## src/rtl/grid_led_scan.sv

```systemverilog
// Double-buffered 8x8 LED row-multiplex driver fed by the Life evolve flop.
// Optional still-life detection is built when GRID_STILL_DETECT_EN is defined.
module grid_led_scan #(
  parameter int ROW_CYCLES = 1000,
  parameter int GEN_W      = 16
) (
  input  logic             clk,
  input  logic             reset,
  input  logic [63:0]      grid_in,
  input  logic             grid_valid,
  output logic [7:0]       row_sel,
  output logic [7:0]       col_out,
  output logic             frame_start,
  output logic [GEN_W-1:0] gen_count,
  output logic             extinct,
  output logic             stable
);

  // Handshake: grid_valid is a one-cycle push with no back-pressure; every
  // pulse is accepted and counted, and only the latest grid of a frame is shown.

  localparam int PW = 16;

  typedef enum logic {
    PEND_EMPTY = 1'b0,
    PEND_FULL  = 1'b1
  } pend_state_t;

  pend_state_t      pend_state;
  pend_state_t      pend_nxt;
  logic             pend_flag;

  logic [PW-1:0]    prescale;
  logic [PW-1:0]    prescale_nxt;
  logic [2:0]       row;
  logic [2:0]       row_nxt;
  logic             row_tc;
  logic             frame_tc;

  logic [63:0]      disp_reg;
  logic [63:0]      disp_nxt;
  logic [63:0]      pend_reg;
  logic [GEN_W-1:0] gen_nxt;

  assign pend_flag = (pend_state == PEND_FULL);
  assign row_tc    = (prescale == PW'(ROW_CYCLES - 1));
  assign frame_tc  = row_tc && (row == 3'd7);

  always_comb begin
    prescale_nxt = prescale + PW'(1);
    row_nxt      = row;
    disp_nxt     = disp_reg;
    pend_nxt     = pend_state;
    gen_nxt      = gen_count;

    if (row_tc) begin
      prescale_nxt = '0;
      row_nxt      = row + 3'd1;
    end

    // A grid arriving on the swap cycle bypasses the pending buffer.
    if (frame_tc) begin
      pend_nxt = PEND_EMPTY;
      if (grid_valid) begin
        disp_nxt = grid_in;
      end else if (pend_flag) begin
        disp_nxt = pend_reg;
      end
    end else if (grid_valid) begin
      pend_nxt = PEND_FULL;
    end

    if (grid_valid && (gen_count != {GEN_W{1'b1}})) begin
      gen_nxt = gen_count + GEN_W'(1);
    end
  end

  always_ff @(posedge clk or posedge reset) begin
    if (reset) begin
      pend_state <= PEND_EMPTY;
    end else begin
      pend_state <= pend_nxt;
    end
  end

  always_ff @(posedge clk or posedge reset) begin
    if (reset) begin
      prescale    <= '0;
      row         <= 3'd0;
      row_sel     <= 8'h01;
      col_out     <= 8'h00;
      disp_reg    <= '0;
      pend_reg    <= '0;
      gen_count   <= '0;
      frame_start <= 1'b0;
      extinct     <= 1'b1;
    end else begin
      prescale    <= prescale_nxt;
      row         <= row_nxt;
      disp_reg    <= disp_nxt;
      gen_count   <= gen_nxt;
      frame_start <= frame_tc;

      // Row outputs use disp_nxt so row 0 of a new frame shows the new image.
      if (row_tc) begin
        row_sel <= 8'h01 << row_nxt;
        col_out <= disp_nxt[{row_nxt, 3'b000} +: 8];
      end

      if (grid_valid && !frame_tc) begin
        pend_reg <= grid_in;
      end

      if (frame_tc) begin
        extinct <= (disp_nxt == 64'd0);
      end
    end
  end

`ifdef GRID_STILL_DETECT_EN
  logic [63:0] prev_reg;
  logic        stable_q;

  always_ff @(posedge clk or posedge reset) begin
    if (reset) begin
      prev_reg <= '0;
      stable_q <= 1'b0;
    end else if (grid_valid) begin
      prev_reg <= grid_in;
      stable_q <= (grid_in == prev_reg);
    end
  end

  assign stable = stable_q;
`else
  assign stable = 1'b0;
`endif

endmodule
```

## config.mk

```make
export PLATFORM = sky130hd
export DESIGN_NAME = grid_led_scan
export DESIGN_NICKNAME = d
export VERILOG_FILES = /design/src/rtl/grid_led_scan.sv
export SDC_FILE = /design/constraint.sdc
export NUM_CORES = 1
export LEC_CHECK = 0
export BUFFER_PORTS_ARGS = -buffer_cell sky130_fd_sc_hd__buf_2
export CAP_MARGIN = 20
export CORE_UTILIZATION = 55
export DETAILED_ROUTE_END_ITERATION = 10
export MAX_ROUTING_LAYER = met4
export PLACE_DENSITY_LB_ADDON = 0.1
export SETUP_SLACK_MARGIN = 0.1
export SLEW_MARGIN = 40
export SYNTH_ARGS = -nofsm -noshare
export SYNTH_HDL_FRONTEND = slang
export SYNTH_SLANG_ARGS = --single-unit
```

## constraint.sdc

```tcl
create_clock -name clk -period 18.6 [get_ports clk]
set_input_delay 3.72 -clock clk [delete_from_list [all_inputs] [get_ports clk]]
set_output_delay 3.72 -clock clk [all_outputs]
set_load 0.05 [all_outputs]
```

==> impl_metrics.tcl <==
set metrics [dict create \
    worstPathMaxFanout 72 \
    outcome "finished, final reports clean" \
    vias 7145 \
    cp-end-kind "flip-flop" \
    yosys.area_share.adder_pct 0.578 \
    synth_top_family_by_area "simple AND/OR/NAND/NOR gates" \
    final_area_sq_um 9830 \
    fill_cells 1225 \
    syn_to_final_growth_pct 13.5 \
    seqPwrFrac_pct 50.2 \
    numCtsBuffers 17 \
    multi_input_area_sq_um 3800 \
    critPathLaunchType "input port" \
    pwr-share-comb_pct 10.6 \
    clock-sinks 182 \
    finalSetupTns_ps 0 \
    finalWorstSetupSlack_ps 12440 \
    portBuffers 100 \
    hold_path_class "reg -> reg" \
    gr-total-overflow 0 \
    placement.setup.worst_slack_ps 12020 \
    post_synth_instance_area_sq_um 8660 \
    post-cts-setup-buffer-count 0 \
    cts_tree "yes" \
    ys_ff_latch 182 \
    worst_pin_slew_ps 808 \
    ant_nets 0 \
    yosysUniqueCellTypes 50 \
    io_pins 102 \
    ys_warn_count 0 \
    first_iter_violations 728 \
    hold_viol 0 \
    synthMuxAreaShare_pct 9.95 \
    report.final.slew_viol_count 0 \
    cts_hold_buf 0 \
    synth.area.top_cells "dfrtp_1 (52%), nand3_1 (8.8%), mux2_2 (8.5%), a32oi_1 (6.2%), nand2_1 (5.2%)" \
    ctsHtreeMaxLevel 4 \
    yosysTopAreaCell "dfrtp_1" \
    grt_pass1_wl_microns 36200 \
    grt.total_usage_pct 29.8 \
    setup_viol 0 \
    syn_area_per_cell_sq_um 10.4 \
    total_power_uw 867 \
    power.share.clock_pct 39.2 \
    max_freq_ghz 0.162 \
    netlist_instances 834 \
    most-common-layout-cells "dfrtp_1 (180), nand3_1 (151), nand2_1 (118), buf_2 (100), mux2_2 (65)" \
    clockBufferDepth 2 \
    switchingPower_uw 223 \
    p_int_uw 644 \
    firstDrtPassIters 6 \
    antenna_found_initial 0 \
    placed_area_sq_um 9240 \
    die_width_microns 127 \
    drive_gt1_share_pct 23.9 \
    grt_max_degree 110 \
    final_nets 971 \
    synth_nets 905 \
    routedWlPerCell_microns 20.1 \
    place.gp.congestion 0.914 \
    peakVddDrop_mv 0.0974 \
    final_common_cell "dfrtp_1" \
    drc 0 \
    clkTransAtPathRegs_ps 60 \
    grt_pass1_vias 6853 \
    die-area_sq_um 16300 \
    cts.repair.resized 0 \
    crit_type "in -> reg" \
    synth-edff-count 0 \
    yosysSeqAreaShare_pct 52.6 \
    synth_flop_cell "dfrtp_1" \
    critPathArrivalTime_ps 6540 \
    post-route-period-util_pct 33.1 \
    synth_xor_area_share_pct 3.03 \
    drv_cap 0 \
    fp-row-count 45 \
    seq_area_sq_um 4560 \
    worst-r2r-setup-slack_ps 13540 \
    totalWireLength_microns 22600 \
    period_needed_ps 6160 \
    die_h_microns 127 \
    synth_compound_area_share_pct 9.91 \
    n_antenna_cell 0 \
    total_leakage_power_nw 4.23 \
    synth_top_area_share_pct 52.0 \
    relSlewSlack_pct 46.1 \
    async_flop_share_pct 100 \
    clock_skew_ps 8.22 \
    clk_latency_ps 440 \
    netSwitchingFraction_pct 25.7 \
    cp.required_ps 18980 \
    powerDensity_nw_per_um2 88.2 \
    dp_hpwl_microns 14600 \
    viasPerCell 6.36 \
    rsz0062_at_grt "false" \
    start_util_pct 56.8 \
    synthSimpleGateAreaFrac_pct 20.0 \
    core_sq_um 15300 \
    root_buffer "clkbuf_16" \
]
-- worst max-delay path: stages --
cell and delay, ps:
buf_2 80, buf_4 630, nor2b_4 320, buf_4 360, a32oi_1 260, nand3_1 200, nor4_1 300, nand4_1 160
nor4_1 300, a22o_1 160
-- path summary, 6_finish.rpt --
path | from | endpoint | cells after the start
setup / recovery | grid_valid | extinct | 10
hold / removal | row_sel[0] | row_sel[0] | 2
setup reg to reg | row[0] | extinct | 13
hold reg to reg | row_sel[0] | row_sel[0] | 2
max in group asynchronous | reset | pend_reg[27] | 4
min in group asynchronous | reset | prescale[8] | 2
-- cells by family after synthesis --
| group | after synthesis |
|---|---|
| other | 1 |
| AO/OA/AOI/OAI | 111 |
| flip-flops | 182 |
| adder cells (fa/ha/maj) | 4 |
| XOR/XNOR | 30 |
| AND/OR/NAND/NOR | 354 |
| multiplexers | 78 |
| buffers and inverters | 74 |
-- power by group through the flow --
stage	Combinational, mW	Clock (mW)	Sequential [mW]
after global placement	0.0896	0	0.440
after detailed placement	0.0925	0	0.441
after CTS	0.0925	0.345	0.434
after global routing	0.0998	0.358	0.437
final	0.0921	0.340	0.435
after floorplan	0.0404	0	0.462
-- per-layer routing --
layer  up-vias  share of wire (%)  global-route usage [%]
met1      3608                 44                    40.7
met4         0                1.9                    9.59
met3        46                6.7                    4.94
met5         -                  0                       -
li1       3180                  -                       -
met2       311                 47                    45.7
-- through the flow --
| step | hold slack, ps | util (%) | instances |
|---|---|---|---|
| 2_1_floorplan | 455 | - | 834 |
| 3_3_place_gp | 463 | 60.4 | 1090 |
| 3_5_place_dp | 475 | 60.5 | 1090 |
| 4_1_cts | 485 | 64.1 | 1122 |
| 5_1_grt | 513 | 64.4 | 1124 |
| 6_report | 483 | 64.4 | 1124 |
-- layout make-up --
cell class                      count  share of cell area [%]
Sequential cell                   182                    46.4
Multi-Input combinational cell    578                    38.7
Timing Repair Buffer              110                    6.21
Clock buffer                       28                    5.05
Tap cell                          211                    2.69
Inverter                           11                   0.509
Clock inverter                      4                   0.484
-- synthesized netlist by cell type (3+ instances only) --
master and number:
dfrtp_1 180, nand3_1 152, nand2_1 119, mux2_2 65, a32oi_1 61, clkbuf_1 33
nor2_1 25, buf_2 24, xnor2_1 20, nor4_1 16, o21ai_0 15, mux2i_1 13
nand4_1 11, xor2_1 10, and3_1 9, a21oi_1 7, inv_1 7, a31oi_1 6
and2_1 5, ha_1 4, o31ai_1 4, buf_6 3, inv_2 3, nor3_1 3
o41ai_1 3
Note: power is estimated with default switching activity, not from simulation.
